$ cat config.mk
export PLATFORM = sky130hd
export DESIGN_NAME = conv_window_buffer_flat
export DESIGN_NICKNAME = d
export VERILOG_FILES = /design/src/rtl/conv_window_buffer_pkg.sv /design/src/rtl/conv_window_buffer_if.sv /design/src/rtl/conv_window_buffer_line_buffer_row.sv /design/src/rtl/conv_window_buffer.sv /design/src/flat_wrapper.sv
export SDC_FILE = /design/constraint.sdc
export NUM_CORES = 1
export LEC_CHECK = 0
export BUFFER_PORTS_ARGS = -buffer_cell sky130_fd_sc_hd__buf_2
export CAP_MARGIN = 25
export CORE_UTILIZATION = 55
export CTS_BUF_LIST = sky130_fd_sc_hd__clkbuf_8 sky130_fd_sc_hd__clkbuf_16
export DETAILED_ROUTE_END_ITERATION = 16
export PLACE_DENSITY = 0.83
export SETUP_SLACK_MARGIN = 0.1
export SLEW_MARGIN = 20
export SYNTH_ARGS = -nofsm -noshare
export SYNTH_HDL_FRONTEND = slang
export SYNTH_SLANG_ARGS = --single-unit
$ cat constraint.sdc
create_clock -name clk_i -period 5.11 [get_ports clk_i]
set_input_delay 1.022 -clock clk_i [delete_from_list [all_inputs] [get_ports clk_i]]
set_output_delay 1.022 -clock clk_i [all_outputs]
set_load 0.1 [all_outputs]
$ cat src/rtl/conv_window_buffer_pkg.sv
// Shared types and default geometry for the streaming KxK window generator.
// Optional stall counter output is enabled by defining WIN_STALL_CNT_EN.
package conv_window_buffer_pkg;

  localparam int unsigned DEF_DATA_W  = 8;
  localparam int unsigned DEF_K       = 3;
  localparam int unsigned DEF_IMG_W   = 28;
  localparam int unsigned DEF_IMG_H   = 28;
  localparam int unsigned STALL_CNT_W = 16;

  // Frame progress: filling the line buffers, emitting windows, last window pending.
  typedef enum logic [1:0] {
    ST_FILL   = 2'd0,
    ST_STREAM = 2'd1,
    ST_LAST   = 2'd2
  } state_e;

endpackage

$ cat src/rtl/conv_window_buffer_if.sv
// Pixel-in / window-out handshake bundle of the window generator.
interface conv_window_buffer_if
  import conv_window_buffer_pkg::*;
#(
  parameter int unsigned DATA_W = DEF_DATA_W,
  parameter int unsigned K      = DEF_K
);

  logic                  in_valid;
  logic                  in_ready;
  logic [DATA_W-1:0]     in_data;
  logic                  win_valid;
  logic                  win_ready;
  logic [K*K*DATA_W-1:0] win_data;
  logic                  frame_done;

  modport master (
    output in_valid, in_data, win_ready,
    input  in_ready, win_valid, win_data, frame_done
  );

  modport slave (
    input  in_valid, in_data, win_ready,
    output in_ready, win_valid, win_data, frame_done
  );

endinterface

$ cat src/rtl/conv_window_buffer_line_buffer_row.sv
// One image row of pixel storage; each shift writes the current column and
// pre-reads the next column so its output is ready for the following pixel.
module conv_window_buffer_line_buffer_row #(
  parameter int unsigned DATA_W = 8,
  parameter int unsigned DEPTH  = 28,
  localparam int unsigned AW    = $clog2(DEPTH)
) (
  input  logic              clk_i,
  input  logic              rst_i,
  input  logic              shift_i,
  input  logic [AW-1:0]     wr_addr_i,
  input  logic [AW-1:0]     rd_addr_i,
  input  logic [DATA_W-1:0] wr_data_i,
  output logic [DATA_W-1:0] rd_data_o
);

  logic [DATA_W-1:0] mem_q [DEPTH];
  logic [DATA_W-1:0] rd_q;

  always_ff @(posedge clk_i) begin
    if (shift_i) begin
      mem_q[wr_addr_i] <= wr_data_i;
    end
  end

  always_ff @(posedge clk_i) begin
    if (rst_i) begin
      rd_q <= '0;
    end else if (shift_i) begin
      rd_q <= mem_q[rd_addr_i];
    end
  end

  assign rd_data_o = rd_q;

endmodule

$ cat src/rtl/conv_window_buffer.sv
// Streaming KxK sliding-window generator (stride 1, no padding), raster-order input.
// Define WIN_STALL_CNT_EN to add the stall_cnt_o output-backpressure counter.
module conv_window_buffer
  import conv_window_buffer_pkg::*;
#(
  parameter int unsigned DATA_W = DEF_DATA_W,
  parameter int unsigned IMG_W  = DEF_IMG_W,
  parameter int unsigned IMG_H  = DEF_IMG_H,
  parameter int unsigned K      = DEF_K
) (
  input  logic                   clk_i,
  input  logic                   rst_i,
  input  logic                   en_i,
  conv_window_buffer_if.slave    bus
`ifdef WIN_STALL_CNT_EN
  ,
  output logic [STALL_CNT_W-1:0] stall_cnt_o
`endif
);

  localparam int unsigned ROW_W = $clog2(IMG_H);
  localparam int unsigned COL_W = $clog2(IMG_W);
  localparam int unsigned WIN_W = K * K * DATA_W;
  localparam int unsigned NLB   = K - 1;

  state_e            state_q;
  logic [ROW_W-1:0]  row_q, row_d;
  logic [COL_W-1:0]  col_q, col_d;
  logic              win_valid_q, win_valid_d;
  logic [WIN_W-1:0]  win_data_q, win_data_d;
  logic              frame_done_q;
  logic [DATA_W-1:0] sr_q [K][K];
  logic [DATA_W-1:0] sr_d [K][K];
  logic [DATA_W-1:0] lb_rd [NLB];
  logic [DATA_W-1:0] lb_wr [NLB];
  logic [COL_W-1:0]  col_nxt_c;
  logic              in_ready_c, accept_c, emit_c, win_hs_c, col_last_c, row_last_c;

  assign in_ready_c = en_i && !rst_i && (!win_valid_q || bus.win_ready);
  assign accept_c   = bus.in_valid && in_ready_c;
  assign win_hs_c   = en_i && win_valid_q && bus.win_ready;
  assign col_last_c = (col_q == COL_W'(IMG_W - 1));
  assign row_last_c = (row_q == ROW_W'(IMG_H - 1));
  assign col_nxt_c  = col_last_c ? '0 : col_q + COL_W'(1);
  assign emit_c     = accept_c && (row_q >= ROW_W'(K - 1)) && (col_q >= COL_W'(K - 1));

  // Row i feeds row i+1, so the deepest row holds the oldest image row.
  for (genvar i = 0; i < NLB; i++) begin : g_lb
    if (i == 0) begin : g_head
      assign lb_wr[i] = bus.in_data;
    end else begin : g_chain
      assign lb_wr[i] = lb_rd[i-1];
    end
    conv_window_buffer_line_buffer_row #(
      .DATA_W (DATA_W),
      .DEPTH  (IMG_W)
    ) u_row (
      .clk_i     (clk_i),
      .rst_i     (rst_i),
      .shift_i   (accept_c),
      .wr_addr_i (col_q),
      .rd_addr_i (col_nxt_c),
      .wr_data_i (lb_wr[i]),
      .rd_data_o (lb_rd[i])
    );
  end

  always_comb begin
    row_d = row_q;
    col_d = col_q;
    if (accept_c) begin
      col_d = col_nxt_c;
      if (col_last_c) begin
        row_d = row_last_c ? '0 : row_q + ROW_W'(1);
      end
    end
  end

  // New column enters on the right: oldest row from the deepest line buffer, newest from the input.
  always_comb begin
    for (int r = 0; r < K; r++) begin
      for (int c = 0; c < K; c++) begin
        sr_d[r][c] = sr_q[r][c];
      end
    end
    if (accept_c) begin
      for (int r = 0; r < K; r++) begin
        for (int c = 0; c < K - 1; c++) begin
          sr_d[r][c] = sr_q[r][c+1];
        end
      end
      for (int r = 0; r < K - 1; r++) begin
        sr_d[r][K-1] = lb_rd[K-2-r];
      end
      sr_d[K-1][K-1] = bus.in_data;
    end
  end

  always_comb begin
    win_valid_d = win_valid_q;
    win_data_d  = win_data_q;
    if (emit_c) begin
      win_valid_d = 1'b1;
      for (int r = 0; r < K; r++) begin
        for (int c = 0; c < K; c++) begin
          win_data_d[(r*K+c)*DATA_W +: DATA_W] = sr_d[r][c];
        end
      end
    end else if (win_hs_c) begin
      win_valid_d = 1'b0;
    end
  end

  always_ff @(posedge clk_i) begin
    sr_q <= sr_d;
  end

  always_ff @(posedge clk_i) begin
    if (rst_i) begin
      state_q      <= ST_FILL;
      row_q        <= '0;
      col_q        <= '0;
      win_valid_q  <= 1'b0;
      win_data_q   <= '0;
      frame_done_q <= 1'b0;
    end else begin
      row_q        <= row_d;
      col_q        <= col_d;
      win_valid_q  <= win_valid_d;
      win_data_q   <= win_data_d;
      frame_done_q <= (state_q == ST_LAST) && win_hs_c;
      case (state_q)
        ST_FILL: begin
          if (accept_c && col_last_c && (row_q == ROW_W'(K - 2))) begin
            state_q <= ST_STREAM;
          end
        end
        ST_STREAM: begin
          if (emit_c && row_last_c && col_last_c) begin
            state_q <= ST_LAST;
          end
        end
        ST_LAST: begin
          if (win_hs_c) begin
            state_q <= ST_FILL;
          end
        end
        default: state_q <= ST_FILL;
      endcase
    end
  end

`ifdef WIN_STALL_CNT_EN
  logic [STALL_CNT_W-1:0] stall_cnt_q;

  // Counts cycles a presented window waits on the consumer, per frame.
  always_ff @(posedge clk_i) begin
    if (rst_i || frame_done_q) begin
      stall_cnt_q <= '0;
    end else if (en_i && win_valid_q && !bus.win_ready && (stall_cnt_q != '1)) begin
      stall_cnt_q <= stall_cnt_q + STALL_CNT_W'(1);
    end
  end

  assign stall_cnt_o = stall_cnt_q;
`endif

  assign bus.in_ready   = in_ready_c;
  assign bus.win_valid  = win_valid_q;
  assign bus.win_data   = win_data_q;
  assign bus.frame_done = frame_done_q;

endmodule

$ cat src/flat_wrapper.sv
// flat-port wrapper written by rule: the top's interface ports become plain ports
module conv_window_buffer_flat import conv_window_buffer_pkg::*;
#(
  parameter int unsigned DATA_W = DEF_DATA_W,
  parameter int unsigned IMG_W  = DEF_IMG_W,
  parameter int unsigned IMG_H  = DEF_IMG_H,
  parameter int unsigned K      = DEF_K
)
  (clk_i, rst_i, en_i, bus_in_valid, bus_in_data, bus_win_ready, bus_in_ready, bus_win_valid, bus_win_data, bus_frame_done);
  conv_window_buffer_if #(.DATA_W(DATA_W), .K(K)) bus_i ();
  input  logic clk_i;
  input  logic rst_i;
  input  logic en_i;
  input wire logic [$bits(bus_i.in_valid)-1:0] bus_in_valid;
  input wire logic [$bits(bus_i.in_data)-1:0] bus_in_data;
  input wire logic [$bits(bus_i.win_ready)-1:0] bus_win_ready;
  output wire logic [$bits(bus_i.in_ready)-1:0] bus_in_ready;
  output wire logic [$bits(bus_i.win_valid)-1:0] bus_win_valid;
  output wire logic [$bits(bus_i.win_data)-1:0] bus_win_data;
  output wire logic [$bits(bus_i.frame_done)-1:0] bus_frame_done;
  assign bus_i.in_valid = bus_in_valid;
  assign bus_i.in_data = bus_in_data;
  assign bus_i.win_ready = bus_win_ready;
  assign bus_in_ready = bus_i.in_ready;
  assign bus_win_valid = bus_i.win_valid;
  assign bus_win_data = bus_i.win_data;
  assign bus_frame_done = bus_i.frame_done;
  conv_window_buffer #(.DATA_W(DATA_W), .IMG_W(IMG_W), .IMG_H(IMG_H), .K(K)) u_core (.clk_i(clk_i), .rst_i(rst_i), .en_i(en_i), .bus(bus_i));
endmodule
==> run_results.csv <==
group,metric,value,unit
routing,firstDrtPassIters,9,
global_routing,grt_pass1_wl,90700,um
yosys,synth_cell_types,67,
routing,drt-initial-drc-count,2132,
placement,dpl.hpwl,36000,um
global_routing,grt_overflow,0,
yosys,ys_seq_area_share,71.0,%
floorplanning,die_w,207,um
floorplanning,start_util,56.2,%
worst_setup_path,cp_max_fo,36,
clocking,cts_root_buf,"clkbuf_16",
clocking,cts_buffer_depth,3,
yosys,yosys.area_share.simple,9.99,%
yosys,async_reset_ff_share,0,%
yosys,ys_ff_latch,598,
sta,skew,22.3,ps
sta,fmax,0.251,GHz
worst_setup_path,critPathKind,"reg -> reg",
floorplanning,core-area,0.0412,mm^2
routing,vias,15474,
routing,routedWlPerCell,24.9,um
clocking,insertion_delay,610,ps
power,p_leak,8.97,nW
power,powerDensity,387,mW/mm^2
floorplanning,die_y,207,um
yosys,ys_warn_count,0,
sta,worst_pin_slew,967,ps
floorplanning,io_pins,88,
clocking,htreeDepth,2,
global_routing,antenna_found_initial,6,
clocking,clock-sinks,598,
placement,portBuffers,87,
layout,drive_gt1_share,14.2,%
global_routing,grt_pass1_vias,15265,
yosys,synth_most_common_cell,"edfxtp_1",
yosys,synthTopCellsByCount,"448 x edfxtp_1, 353 x nand2_1, 150 x dfxtp_1",
yosys,postSynthCellCount,1762,
routing,wirelength,60400,um
routing,vias_per_cell,6.38,
layout,nets,1864,
clocking,cts.clk_slew.worst_paths,60,ps
worst_hold_path,hold_class,"reg -> reg",
yosys,synth_top_family_by_area,"compound AO/OA/AOI/OAI gates",
worst_setup_path,endpoint_kind,"register",
layout,syn_to_final_growth,12.5,%
sta,slew_violations,0,
yosys,synth_area_leaders,"edfxtp_1 58%, dfxtp_1 13%, nand2_1 5.7%",
sta,max_slew_margin,35.1,%
yosys,synth_edf_count,448,
yosys,synth_compound_area_share,11.5,%
yosys,synth_adder_area_share,0.378,%
yosys,synth_top_area_share,58.1,%
worst_setup_path,cp.required,5590,ps
yosys,syn_area,0.0232,mm^2
routing,drtAntennaViolNets,0,
clocking,cts_tree,"built",
floorplanning,die_area,0.0429,mm^2
routing,drc,0,
yosys,synth.largest_area_cell,"edfxtp_1",
global_routing,grt_usage,27.9,%
yosys,avgSynthCellArea,13.1,um^2
yosys,yosys-mux-area-fraction,4.36,%
sta,post-route-period-util,78.1,%
flow_run,maxCapViolations,0,
sta,layout_min_cycle_time,3990,ps
yosys,synthXorXnorAreaFrac,0.113,%
yosys,synthFlopType,"edfxtp_1",
clocking,post-cts-setup-buffer-count,0,
worst_setup_path,startpoint_type,"register",
placement,routabilityCongestion,0.931,
clocking,ctsResizeCount,0,
power,ir_worst_vdd,264,uV
sta,setup_viol,0,
worst_setup_path,cp_data_arrival_time,4470,ps
clocking,cts_hold_buf,0,
power,finalPower,10.1,mW
sta,hold_viol,0,
sta,rsz0062_at_grt,"no",
floorplanning,std_cell_rows,74,
global_routing,grt_max_degree,136,
clocking,numCtsBuffers,56,
yosys,synth_fp_nets,1782,
run_status,status,"finished clean",
sta,tns,0,ps
-- where the power goes --
part	switching, mW	internal (mW)	leakage [nW]
Clock	1.74	2.30	0.956
Sequential	0.0923	5.30	5.29
Combinational	0.435	0.200	2.72
Total	2.27	7.81	8.97
-- final cells by class --
| cell class | count | area, um^2 |
|---|---|---|
| fillers | 2815 | 15100 |
| multi-input cells | 1033 | 6160 |
| clock buffers | 66 | 1550 |
| diodes | 4 | 10.0 |
| well taps | 532 | 666 |
| flip-flops and latches | 598 | 16500 |
| clock inverters | 39 | 262 |
| repair buffers | 150 | 928 |
| inverters | 5 | 18.8 |
-- worst max-delay path, cell delays in order (launching register included) --
cell	delay [ps]
dfxtp_4	760
inv_2	250
ha_4	710
nand2b_1	210
nand2_1	540
a221o_1	570
a211oi_1	210
nor4_1	130
or4_1	440
-- state kept, by name, summed over array words and instances, names as in the netlist --
signal and flops:
u_core.g_lb.u_row.mem_q 448, u_core.sr_q 48, u_core.g_lb.u_row.rd_data_o 16, u_core.bus.win_data 72, u_core.row_q 5, u_core.state_q 2, u_core.bus.win_valid 1, u_core.col_q 5
u_core.bus.frame_done 1
-- metal layers --
layer | track usage [%] | part of all wire [%] | vias up
li1 | - | - | 6780
met1 | 36.0 | 37 | 7518
met2 | 44.6 | 47 | 997
met3 | 6.26 | 11 | 173
met4 | 14.4 | 4.8 | 6
met5 | 0 | 0.055 | -
-- cells in the final DEF, fill, tap and decap left out, types with 5 or more instances in the layout --
master / Yosys / layout
a22oi_1: 25 / 25
a221oi_1: 43 / 43
nand2b_1: 6 / 6
clkbuf_8: 0 / 9
nand2_1: 353 / 352
nor3_1: 20 / 17
mux2_2: 8 / 8
edfxtp_1: 448 / 448
a221o_1: 14 / 14
and3_1: 6 / 5
ha_1: 7 / 6
mux2i_1: 92 / 92
o211ai_1: 14 / 14
nor2_1: 34 / 34
nand3_1: 41 / 40
buf_2: 40 / 87
a211oi_1: 15 / 15
o31ai_1: 7 / 7
nand3b_1: 7 / 7
clkbuf_16: 0 / 57
o21ai_0: 69 / 69
o221ai_1: 8 / 8
clkinv_1: 0 / 5
nand4_1: 8 / 8
a21oi_1: 145 / 145
a22o_1: 23 / 23
inv_1: 4 / 20
dfxtp_1: 150 / 147
buf_4: 4 / 61
a311o_1: 5 / 5
nor4_1: 7 / 7
nor2b_1: 17 / 16
or4_1: 6 / 6
clkinv_2: 0 / 9
-- per-stage QoR --
stage / hold slack (ps) / util, % / instance area [um^2] / cells / setup WS [ps]
final: 446 / 63.2 / 26100 / 2427 / 1120
after global routing: 469 / 63.2 / 26000 / 2424 / 926
after CTS: 446 / 63.2 / 26000 / 2423 / 1200
after detailed placement: 433 / 58.8 / 24200 / 2318 / 1240
after global placement: 432 / 58.8 / 24200 / 2317 / 1320
after floorplan: 422 / - / 23200 / 1762 / 1230
-- cell families (layout without fill, tap and decap cells) --
group           Yosys count  after routing
simple gates            524            524
flops                   598            598
other cells               0              4
compound gates          399            399
mux                     100            100
xor+xnor                  3              3
fa+ha+maj                 7              7
buf+inv                 131            260
-- path summary, 6_finish.rpt --
path,start,endpoint,slack (ps),cells after the start
max,u_core.col_q[0],u_core.g_lb[0].u_row.rd_data_o[5],1120,8
min,u_core.sr_q[15],u_core.sr_q[15],450,2
min reg2reg,u_core.sr_q[15],u_core.sr_q[15],450,2
max reg2reg,u_core.col_q[0],u_core.g_lb[0].u_row.rd_data_o[5],1120,8
No activity file was read; power rests on OpenSTA's default activity.
